### src/rtl/riscv_mon_pkg.sv
// Shared definitions for the retirement monitor: RV32I opcodes, default halt words,
// halt FSM states and the OUTPUT_PORT source decoder.
package riscv_mon_pkg;

  localparam logic [6:0] OPC_STORE  = 7'b0100011;
  localparam logic [6:0] OPC_BRANCH = 7'b1100011;
  localparam logic [6:0] OPC_LUI    = 7'b0110111;
  localparam logic [6:0] OPC_AUIPC  = 7'b0010111;
  localparam logic [6:0] OPC_JAL    = 7'b1101111;
  localparam logic [6:0] OPC_JALR   = 7'b1100111;
  localparam logic [6:0] OPC_LOAD   = 7'b0000011;
  localparam logic [6:0] OPC_OPIMM  = 7'b0010011;
  localparam logic [6:0] OPC_OP     = 7'b0110011;

  // Program-end sequence emitted by the lab runtime: li ra,12 ; ret
  localparam logic [31:0] HALT_WORD0 = 32'h00c00093;
  localparam logic [31:0] HALT_WORD1 = 32'h00008067;

  typedef enum logic [1:0] {
    IDLE,
    ARMED,
    HALTED
  } halt_state_t;

  typedef enum logic [1:0] {
    SEL_MEM,
    SEL_BR,
    SEL_WD,
    SEL_NONE
  } out_sel_t;

  function automatic out_sel_t decode_opcode(input logic [6:0] opc);
    out_sel_t sel;
    case (opc)
      OPC_STORE:  sel = SEL_MEM;
      OPC_BRANCH: sel = SEL_BR;
      OPC_LUI, OPC_AUIPC, OPC_JAL, OPC_JALR,
      OPC_LOAD, OPC_OPIMM, OPC_OP:
                  sel = SEL_WD;
      default:    sel = SEL_NONE;
    endcase
    return sel;
  endfunction

endpackage

### src/rtl/halt_detector.sv
// Three-state detector for the two-word program-end sequence; bubbles between the
// words leave the armed state untouched, and HALTED is terminal until reset.
module halt_detector
  import riscv_mon_pkg::*;
#(
  parameter logic [31:0] HALT_INST0 = HALT_WORD0,
  parameter logic [31:0] HALT_INST1 = HALT_WORD1
) (
  input  logic        CLK,
  input  logic        RSTn,
  input  logic        valid,
  input  logic [31:0] inst,
  output logic        halted
);

  halt_state_t state;
  halt_state_t state_next;

  // NOTE: state registers use non-blocking assignments so every flop samples the
  // pre-edge values, independent of the order in which always blocks are evaluated.
  always_ff @(posedge CLK or negedge RSTn) begin
    if (!RSTn) begin
      state <= IDLE;
    end else begin
      state <= state_next;
    end
  end

  // NOTE: state_next is assigned before the case so no path leaves it unassigned,
  // which would otherwise infer a latch.
  always_comb begin
    state_next = state;
    unique case (state)
      IDLE: begin
        if (valid && inst == HALT_INST0) state_next = ARMED;
      end
      ARMED: begin
        if (valid) begin
          if (inst == HALT_INST1)      state_next = HALTED;
          else if (inst == HALT_INST0) state_next = ARMED;
          else                         state_next = IDLE;
        end
      end
      HALTED:  state_next = HALTED;
      default: state_next = IDLE;
    endcase
  end

  assign halted = (state == HALTED);

endmodule

### src/rtl/retire_monitor.sv
// Commit-side observer: counts retirements, latches a per-instruction result and
// flags the program end. Optional CYCLE_CNT output under RETIRE_MONITOR_CYCLE_CNT_EN.
module retire_monitor
  import riscv_mon_pkg::*;
#(
  parameter logic [31:0] HALT_INST0 = HALT_WORD0,
  parameter logic [31:0] HALT_INST1 = HALT_WORD1,
  parameter int          CNT_W      = 32
) (
  input  logic             CLK,
  input  logic             RSTn,
  input  logic             RET_VALID,
  input  logic [31:0]      RET_INST,
  input  logic [31:0]      RET_RF_WD,
  input  logic [31:0]      RET_MEM_ADDR,
  input  logic             RET_BR_TAKEN,
  output logic [CNT_W-1:0] NUM_INST,
  output logic [31:0]      OUTPUT_PORT,
  output logic             HALT,
  output logic             ILLEGAL
`ifdef RETIRE_MONITOR_CYCLE_CNT_EN
  ,
  output logic [31:0]      CYCLE_CNT
`endif
);

  logic     accept;
  out_sel_t out_sel;

  // Once halted the core may keep retiring; those retirements are ignored.
  assign accept  = RET_VALID && !HALT;
  assign out_sel = decode_opcode(RET_INST[6:0]);

  halt_detector #(
    .HALT_INST0 (HALT_INST0),
    .HALT_INST1 (HALT_INST1)
  ) u_halt_detector (
    .CLK    (CLK),
    .RSTn   (RSTn),
    .valid  (RET_VALID),
    .inst   (RET_INST),
    .halted (HALT)
  );

  always_ff @(posedge CLK or negedge RSTn) begin
    if (!RSTn) begin
      NUM_INST    <= '0;
      OUTPUT_PORT <= '0;
      ILLEGAL     <= 1'b0;
    end else if (accept) begin
      if (NUM_INST != '1) NUM_INST <= NUM_INST + CNT_W'(1);
      unique case (out_sel)
        SEL_MEM: OUTPUT_PORT <= RET_MEM_ADDR;
        SEL_BR:  OUTPUT_PORT <= {31'b0, RET_BR_TAKEN};
        SEL_WD:  OUTPUT_PORT <= RET_RF_WD;
        default: ILLEGAL     <= 1'b1;
      endcase
    end
  end

`ifdef RETIRE_MONITOR_CYCLE_CNT_EN
  // HALT is still low at the edge where it rises, so the halting cycle is counted.
  always_ff @(posedge CLK or negedge RSTn) begin
    if (!RSTn) begin
      CYCLE_CNT <= '0;
    end else if (!HALT && CYCLE_CNT != '1) begin
      CYCLE_CNT <= CYCLE_CNT + 32'd1;
    end
  end
`endif

endmodule

### config.mk
export PLATFORM = sky130hd
export DESIGN_NAME = retire_monitor
export DESIGN_NICKNAME = d
export VERILOG_FILES = /design/src/rtl/riscv_mon_pkg.sv /design/src/rtl/halt_detector.sv /design/src/rtl/retire_monitor.sv
export SDC_FILE = /design/constraint.sdc
export NUM_CORES = 1
export LEC_CHECK = 0
export ABC_CLOCK_PERIOD_IN_PS = 5800
export CORE_ASPECT_RATIO = 0.75
export CORE_UTILIZATION = 50
export DETAILED_ROUTE_END_ITERATION = 10
export DONT_BUFFER_PORTS = 1
export REMOVE_ABC_BUFFERS = 1
export SYNTH_ARGS = -nofsm -noshare
export SYNTH_HDL_FRONTEND = slang
export SYNTH_SLANG_ARGS = --single-unit
### constraint.sdc
create_clock -name CLK -period 5.8 [get_ports CLK]
set_clock_uncertainty 0.1 [all_clocks]
set_input_delay 1.16 -clock CLK [delete_from_list [all_inputs] [get_ports CLK]]
set_output_delay 1.16 -clock CLK [all_outputs]
set_load 0.03 [all_outputs]
== Yosys cells after proc, flatten, opt, wreduce, memory -nomap -nowiden ==
Index checks and enable logic that the tools add are counted.

* Bitwise operators: 1
* Multiplexer cells: 7
* Reduce and logical (&&, ||, !) cells: 12
* Equal/unequal tests: 18
* Add/subtract/negate cells: 1

{| class="wikitable"
|+ Operator list
! cell !! count
|-
| 32-bit one-hot mux with 3 select lines || 1
|-
| 32-bit by 1-bit adder with 32-bit output, second input constant || 1
|-
| 32-bit by 16-bit equality test with 1-bit output, second input constant || 1
|-
| 32-bit by 24-bit equality test with 1-bit output, second input constant || 1
|-
| 32-bit inequality test, second input constant || 1
|-
| 7-bit by 6-bit equality test with 1-bit output, second input constant || 3
|-
| 7-bit equality test, second input constant || 3
|-
| 7-bit by 5-bit equality test with 1-bit output, second input constant || 2
|-
| 2-bit one-hot mux with 3 select lines || 2
|-
| 2-bit AND reduction || 4
|-
| 7-bit by 2-bit equality test with 1-bit output, second input constant || 1
|-
| 7-bit OR reduction || 1
|-
| 2-bit 2-to-1 mux || 3
|-
| 2-bit by 1-bit equality test with 1-bit output, second input constant || 2
|-
| 2-bit equality test, second input constant || 2
|-
| 2-bit zero test || 2
|-
| 3-bit nonzero test || 1
|-
| 3-bit OR reduction || 1
|-
| 1-bit logical AND || 2
|-
| 2-bit by 1-bit inequality test with 1-bit output, second input constant || 1
|-
| 2-bit inequality test, second input constant || 1
|-
| 1-bit zero test || 1
|-
| 1-bit 2-to-1 mux || 1
|-
| 1-bit NOT || 1
|}

* Output and inout port bits: 66
* Register bits after elaboration: 67
* Input bits: 100

== Logic depth before layout (Yosys ltp) ==
Gate-level depths: netlist of the first run.

* Depth after elaboration: 7
* Mapped depth: 9
* Gate-level depth less buffers: 8

== By module ==
From an unflattened synthesis of the first run, not the netlist that was laid out.

* Cells, all modules: 347
* Area, all modules: 3359.5 µm²

{| class="wikitable"
|+ Modules (own cells, without submodules)
! module !! area each (µm²) !! cells each !! times used !! sequential area each (µm²)
|-
| retire_monitor || 3164.3 || 325 || 1 || 1626.6
|-
| halt_detector || 195.2 || 22 || 1 || 50.0
|}

== Least setup slack after synthesis of the first run ==
OpenSTA, ideal clock, no wires.

* Kind: in2reg
* Start point: in RET_INST[4]
* End point: reg OUTPUT_PORT[15]
* Slack: 2.785 ns
* Arrival: 2.790 ns
* Buffers on the path: 2
* Data required time: 5.575 ns
* Cell stages on the path: 8
* Cells stage by stage: nand3b_1 > nor3_1 > nand2b_1 > ha_1 > clkbuf_1 > clkbuf_1 > o21ai_0 > mux2_2

* Longest elaborated chain between the ends: 6
* Elaborated cells between the ends (all ways): 17
* Classes of those cells: 11 x eq/ne; 2 x mux; 4 x reduce/logical

{| class="wikitable"
|+ Ends and longest elaborated chain
! item !! line !! text
|-
| from (decl) || retire_monitor.sv:13 || <nowiki>input logic [31:0] RET_INST,</nowiki>
|-
| 7-bit by 6-bit equality test with 1-bit output, or another cell as far along || riscv_mon_pkg.sv:34 || <nowiki>case (opc)</nowiki>
|-
| 7-bit OR reduction || riscv_mon_pkg.sv:34 ||
|-
| 2-bit one-hot mux with 3 select lines * || riscv_mon_pkg.sv:34 ||
|-
| 2-bit equality test, or another cell as far along || retire_monitor.sv:52 || <nowiki>unique case (out_sel)</nowiki>
|-
| 3-bit nonzero test (no source line) || n/a ||
|-
| 2-bit AND reduction (no source line) || n/a ||
|-
| to (signal assigned) || retire_monitor.sv:54 || <nowiki>SEL_BR: OUTPUT_PORT <= {31'b0, RET_BR_TAKEN};</nowiki>
|-
| to (decl) || retire_monitor.sv:18 || <nowiki>output logic [31:0] OUTPUT_PORT,</nowiki>
|}

Mark *: on every way between the ends. The rest lies on a longest branch, timed or not.
A chain may end at the register's enable or synchronous reset.

== Worst setup path in the final report of the first run ==
* Start point: in RET_INST[4]
* End point: reg OUTPUT_PORT[1]

The elaborated chain is that of the path after synthesis.

==> results of run 1 <==
[registers in the layout, indices dropped and copies added, names as in the netlist]
register	count
NUM_INST	32
OUTPUT_PORT	32
u_halt_detector.state	2
ILLEGAL	1
[worst max path at each step]
stage	endpoint	slack (ns)	cells past startpoint
after CTS	OUTPUT_PORT[1]	3.01	6
after floorplan	OUTPUT_PORT[22]	2.40	6
after detailed placement	OUTPUT_PORT[1]	2.65	6
final	OUTPUT_PORT[1]	3.00	6
after global placement	OUTPUT_PORT[22]	2.68	7
after global routing	OUTPUT_PORT[1]	2.67	7
[final cells by class]
| type | count | area [um^2] | area share (%) |
|---|---|---|---|
| Clock buffer | 11 | 151 | 4.01 |
| Sequential cell | 67 | 1680 | 44.4 |
| Clock inverter | 5 | 83.8 | 2.22 |
| Tap cell | 84 | 105 | 2.78 |
| Multi-Input combinational cell | 267 | 1740 | 45.9 |
| Inverter | 5 | 18.8 | 0.497 |
| Timing Repair Buffer | 1 | 7.51 | 0.199 |
[power by group]
group | total, mW | internal (mW) | leakage [nW] | switching [mW]
registers | 0.753 | 0.539 | 0.877 | 0.214
logic | 0.123 | 0.0706 | 0.682 | 0.0525
clock network | 0.444 | 0.267 | 0.112 | 0.177
[synth_stat cells (2+ instances only)]
library cell	count	area, um^2
nand4_1	8	50.1
nand4b_1	2	17.5
nand2_1	79	297
and3_1	8	50.1
buf_2	4	20.0
nand3_1	16	80.1
xnor2_1	23	201
and3_2	2	15.0
and2_1	2	12.5
nor4_1	6	37.5
a21oi_1	3	15.0
dfrtp_1	67	1680
o21ai_0	34	170
mux2_2	32	360
ha_1	4	50.1
inv_1	5	18.8
or4_1	2	15.0
nor3_1	4	20.0
xor2_1	4	35.0
a31oi_1	4	25.0
nand2b_1	4	25.0
clkbuf_1	9	33.8
nand3b_1	2	15.0
nor2_1	9	33.8
[routing by layer]
layer  GRT usage (%)  vias up  part of all wire, %
li1                -     1224                    -
met1            25.5     1163                   43
met2            30.9      124                   46
met3            9.21        9                  9.8
met4            8.46        0                  1.1
met5               0        -                    0
[cells by family (layout without fill, tap and decap cells)]
| kind of cell | after synthesis | after routing |
|---|---|---|
| and+or+nand+nor | 155 | 155 |
| adders and majority gates | 4 | 4 |
| muxes | 34 | 34 |
| buffers and inverters | 21 | 22 |
| DFF | 67 | 67 |
| AOI/OAI and AO/OA | 47 | 47 |
| xor gates and xnor gates | 27 | 27 |
[metrics by stage]
stage | hold WS [ns] | power, mW | cells | util [%] | worst slack (ns)
final | 0.403 | 1.32 | 440 | 55.6 | 3.00
after global routing | 0.368 | 1.38 | 440 | 55.6 | 2.67
after CTS | 0.386 | 1.33 | 440 | 55.6 | 3.01
after detailed placement | 0.465 | 0.887 | 424 | 52.1 | 2.65
after global placement | 0.460 | 0.877 | 424 | 52.1 | 2.68
after floorplan | 0.422 | 0.845 | 339 | - | 2.40
[worst max-delay path, delay by kind of cell]
family	cells	cell delay, ns
and+or+nand+nor	2	0.26
adders and majority gates	1	0.93
muxes	1	0.18
AOI/OAI and AO/OA	2	0.45
==> run_results.csv, run 1 <==
group,metric,value,unit
timing,fmax,357,MHz
synthesis,synth_async_sr_flop_share,100,%
cts,numCtsBuffers,9,
cells_and_area,fillers,605,
synthesis,synth_seq_cells,67,
cells_and_area,drive_gt1_share,17.7,%
synthesis,synth_mux_area_share,11.0,%
worst_setup_path,r2r-end,"NUM_INST[1]",
synthesis,synth_edf_count,0,
route,drt_first_iter_violations,136,
cts,clk_pin_slew,0.07,ns
synthesis,synthAdderAreaFrac,1.43,%
worst_setup_path,critPathRequiredTime,5.98,ns
synthesis,synth_top_family_by_area,"simple AND/OR/NAND/NOR gates",
worst_setup_path,cp_max_fo,32,
cells_and_area,mostFrequentLayoutCells,"79 x nand2_1, 67 x dfrtp_1, 34 x o21ai_0",
cts,max-clock-path-buffers,2,
worst_setup_path,critical-path-max-stage-delay,0.93,ns
timing,finalHoldViolCount,0,
route,drc_errors,0,
placed_design,gp_congestion,0.748,
synthesis,yosysSeqAreaShare,47.8,%
global_route,grt_remaining_overflow,0,
synthesis,syn_inst,355,
die,ios,166,
timing,timing.final.crit_share,48.3,%
timing,setup_violations,0,
power_and_ir_drop,ir_drop,0.000157,V
synthesis,synthSimpleGateAreaFrac,22.5,%
synthesis,ys_warn_count,0,
power_and_ir_drop,power_density,349,mW/mm^2
timing,min_period,2.80,ns
cts,clock_latency,0.34,ns
route,vias,2520,
route,detail_route.wl_per_cell,16.7,um
cts,htreeDepth,3,
global_route,grt_max_degree,68,
cells_and_area,area_growth,7.74,%
cells_and_area,n_antenna_cell,0,
synthesis,synth_compound_area_share,7.77,%
global_route,grt_pass1_wl,11100,um
die,start_util,51.6,%
cells_and_area,nets,455,
cells_and_area,layout_commonest_cell,"nand2_1",
cts,cts-root-buf,"clkbuf_8",
worst_setup_path,critical_path_class,"primary input to flip-flop",
global_route,grtUsageTotal,20.3,%
worst_setup_path,timing.rr.start,"NUM_INST[2]",
die,rows,26,
worst_setup_path,startpoint,"RET_INST[4]",
synthesis,synth.distinct_cells,46,
outcome,status,"finished, final reports clean",
synthesis,syn_area,0.00351,mm^2
placed_design,io_buffers,0,
timing,slew_headroom,26.7,%
route,viasPerCell,5.73,
global_route,grt_pass1_vias,2191,
worst_setup_path,critPathSlowestCell,"ha_1",
die,die_area,0.00736,mm^2
timing,slew_violations,0,
worst_setup_path,crit_chain,"nand4b_1, a21oi_1, ha_1, nand2_1, o21ai_0, mux2_2",
placed_design,place_area,0.00354,mm^2
run,cap_violations,0,
route,routed_wl,7350,um
synthesis,synth_area_per_cell,9.88,um^2
worst_setup_path,end_kind,"flip-flop",
cts,cts.sinks,67,
cts,ctsHoldBuffers,0,
global_route,antenna_found_initial,0,
cts,cts_tree,"built",
worst_hold_path,min_path_type,"primary input to async pin",
timing,rsz0062_at_grt,"false",
worst_setup_path,crit_arrival,2.98,ns
worst_setup_path,critPathLaunchType,"primary input",
cts,cts_resized,0,
synthesis,yosys_most_used_dff,"dfrtp_1",
timing,tightest_slew,1.10,ns
cts,cts_setup_buffers,0,
die,core,0.00680,mm^2
timing,tns,0,ns
route,drtPass1Iterations,4,
cells_and_area,final_area,0.00378,mm^2
worst_setup_path,regToRegSetupSlack,3.54,ns
die,die_x,98.7,um
route,antenna_left,0,
die,die_y,74.5,um
power_and_ir_drop,p_leak,1.67,nW
worst_setup_path,reg2reg_depth,4,
placed_design,dpl.hpwl,5360,um
synthesis,synth_xor_area_share,6.74,%
Note: power is estimated with default switching activity, not from simulation.
==> run 2: changes to the inputs <==
--- a/config.mk
+++ b/config.mk
@@ -5,11 +5,12 @@
 export SDC_FILE = /design/constraint.sdc
 export NUM_CORES = 1
 export LEC_CHECK = 0
-export ABC_CLOCK_PERIOD_IN_PS = 5800
+export ABC_CLOCK_PERIOD_IN_PS = 2300
 export CORE_ASPECT_RATIO = 0.75
 export CORE_UTILIZATION = 50
 export DETAILED_ROUTE_END_ITERATION = 10
 export DONT_BUFFER_PORTS = 1
+export PLACE_DENSITY = 0.68
 export REMOVE_ABC_BUFFERS = 1
 export SYNTH_ARGS = -nofsm -noshare
 export SYNTH_HDL_FRONTEND = slang
==> constraint.sdc (replaced) <==
create_clock -name CLK -period 2.3 [get_ports CLK]
set_clock_uncertainty 0.1 [all_clocks]
set_input_delay 0.46 -clock CLK [delete_from_list [all_inputs] [get_ports CLK]]
set_output_delay 0.46 -clock CLK [all_outputs]
set_load 0.03 [all_outputs]
==> run_results.csv, run 2 (same netlist as run 1, synthesis figures left out) <==
group,metric,value,unit
cells_and_area,top_regs,"NUM_INST x32, OUTPUT_PORT x32, u_halt_detector.state x2",
timing,timing.final.crit_share,88.9,%
route,vias,2706,
die,start_util,51.6,%
power_and_ir_drop,p_leak,1.87,nW
timing,fmax,489,MHz
route,wl_met2,3590,um
worst_hold_path,min_path_type,"primary input to flip-flop",
timing,setup_violations,0,
die,ios,166,
worst_setup_path,critPathSlowestCell,"a31oi_2",
outcome,status,"finished, final reports clean",
worst_setup_path,critical-path-max-stage-delay,0.46,ns
cts,clock_latency,0.33,ns
route,detail_route.wl_per_cell,15.8,um
die,die_area,0.00736,mm^2
worst_setup_path,end_kind,"flip-flop",
route,viasPerCell,5.68,
power_and_ir_drop,ir_drop,0.000446,V
placed_design,dpl.hpwl,5480,um
route,drc_errors,0,
global_route,grt_pass1_vias,2366,
worst_setup_path,critical_path_class,"flip-flop to flip-flop",
cells_and_area,fin_util,59.8,%
timing,tns,0,ns
cells_and_area,nets,491,
placed_design,placed_cells,458,
timing,min_period,2.04,ns
cells_and_area,drive_gt1_share,24.2,%
placed_design,gp_congestion,0.734,
cts,numCtsBuffers,9,
cells_and_area,area_growth,16.0,%
global_route,grt_max_degree,68,
placed_design,place_area,0.00382,mm^2
cells_and_area,mostFrequentLayoutCells,"79 x nand2_1, 67 x dfrtp_1, 34 x o21ai_0",
placed_design,io_buffers,0,
route,highest_layer,"met4",
route,drt_first_iter_violations,157,
global_route,antenna_found_initial,0,
route,drt-met1-wl,3260,um
timing,slew_headroom,60.5,%
cts,cts_tree,"built",
run,cap_violations,0,
power_and_ir_drop,power.total,3.31,mW
cts,cts.sinks,67,
global_route,grtUsageTotal,20.0,%
global_route,grt_remaining_overflow,0,
route,antenna_left,0,
cells_and_area,layout_commonest_cell,"nand2_1",
timing,slew_violations,0,
timing,rsz0062_at_grt,"false",
route,routed_wl,7540,um
timing,finalHoldViolCount,0,
cts,clk_pin_slew,0.07,ns
power_and_ir_drop,power_density,813,mW/mm^2
worst_setup_path,critPathRequiredTime,2.41,ns
cells_and_area,n_antenna_cell,0,
die,core,0.00680,mm^2
cells_and_area,fin_cells,476,
cts,cts_resized,0,
cts,cts-root-buf,"clkbuf_8",
cts,htreeDepth,3,
worst_setup_path,cp_max_fo,12,
route,drtPass1Iterations,4,
cells_and_area,final_area,0.00407,mm^2
worst_setup_path,crit_chain,"ha_1, and3_2, a31oi_2, mux2_2",
die,rows,26,
die,die_y,74.5,um
global_route,grt_pass1_wl,11300,um
cts,max-clock-path-buffers,2,
die,die_x,98.7,um
timing,tightest_slew,0.590,ns
worst_setup_path,crit_arrival,2.15,ns
route,wl_met3,611,um
worst_setup_path,critPathLaunchType,"flip-flop",
run 2: final cells by class:
cell class              count  area [um^2]
clock buffers              15          176
inverters                   5         18.8
multi-input cells         267         1740
well taps                  84          105
fillers                   574         2730
repair buffers             37          325
flip-flops and latches     67         1680
clock inverters             1         30.0
run 2: path summary, 6_finish.rpt:
path,slack (ns),start,to,cells past startpoint
worst max register to register,0.26,NUM_INST[0],NUM_INST[1],4
worst min-delay path,0.14,RET_VALID,u_halt_detector.state[0],1
worst max-delay path,0.26,NUM_INST[0],NUM_INST[1],4
max in group asynchronous,1.25,RSTn,NUM_INST[3],2
worst min register to register,0.43,NUM_INST[0],NUM_INST[0],1
min in group asynchronous,0.56,RSTn,NUM_INST[13],2
run 2: per-layer routing:
layer | track usage [%] | vias to the layer above
li1 | - | 1295
met1 | 24.5 | 1279
met2 | 32.7 | 123
met3 | 7.71 | 9
met4 | 7.46 | 0
met5 | 0 | -
run 2: power by group:
part	leakage (nW)	switching [mW]	internal [mW]	total [mW]
clock	0.104	0.407	0.592	0.999
sequential	0.877	0.406	1.36	1.77
combinational	0.892	0.296	0.246	0.542
total	1.87	1.11	2.20	3.31
run 2: through the flow:
step                      hold WS [ns]  setup WS (ns)
final                            0.136          0.256
after global routing             0.145          0.148
after CTS                        0.119          0.254
after detailed placement        0.0664         0.0849
after global placement          0.0659          0.160
after floorplan                 0.0644         -0.399
run 2: critical path: cells and delay by family (launching register included):
| kind | cells | cell delay (ns) |
|---|---|---|
| fa+ha+maj | 1 | 0.28 |
| simple gates | 1 | 0.25 |
| mux | 1 | 0.41 |
| compound gates | 1 | 0.46 |
| flops | 1 | 0.41 |
run 2: timing repair:
item                      in CTS  in global routing
hold endpoints to repair      67                  0
buffers inserted               0                  0
hold buffers                   2                  0
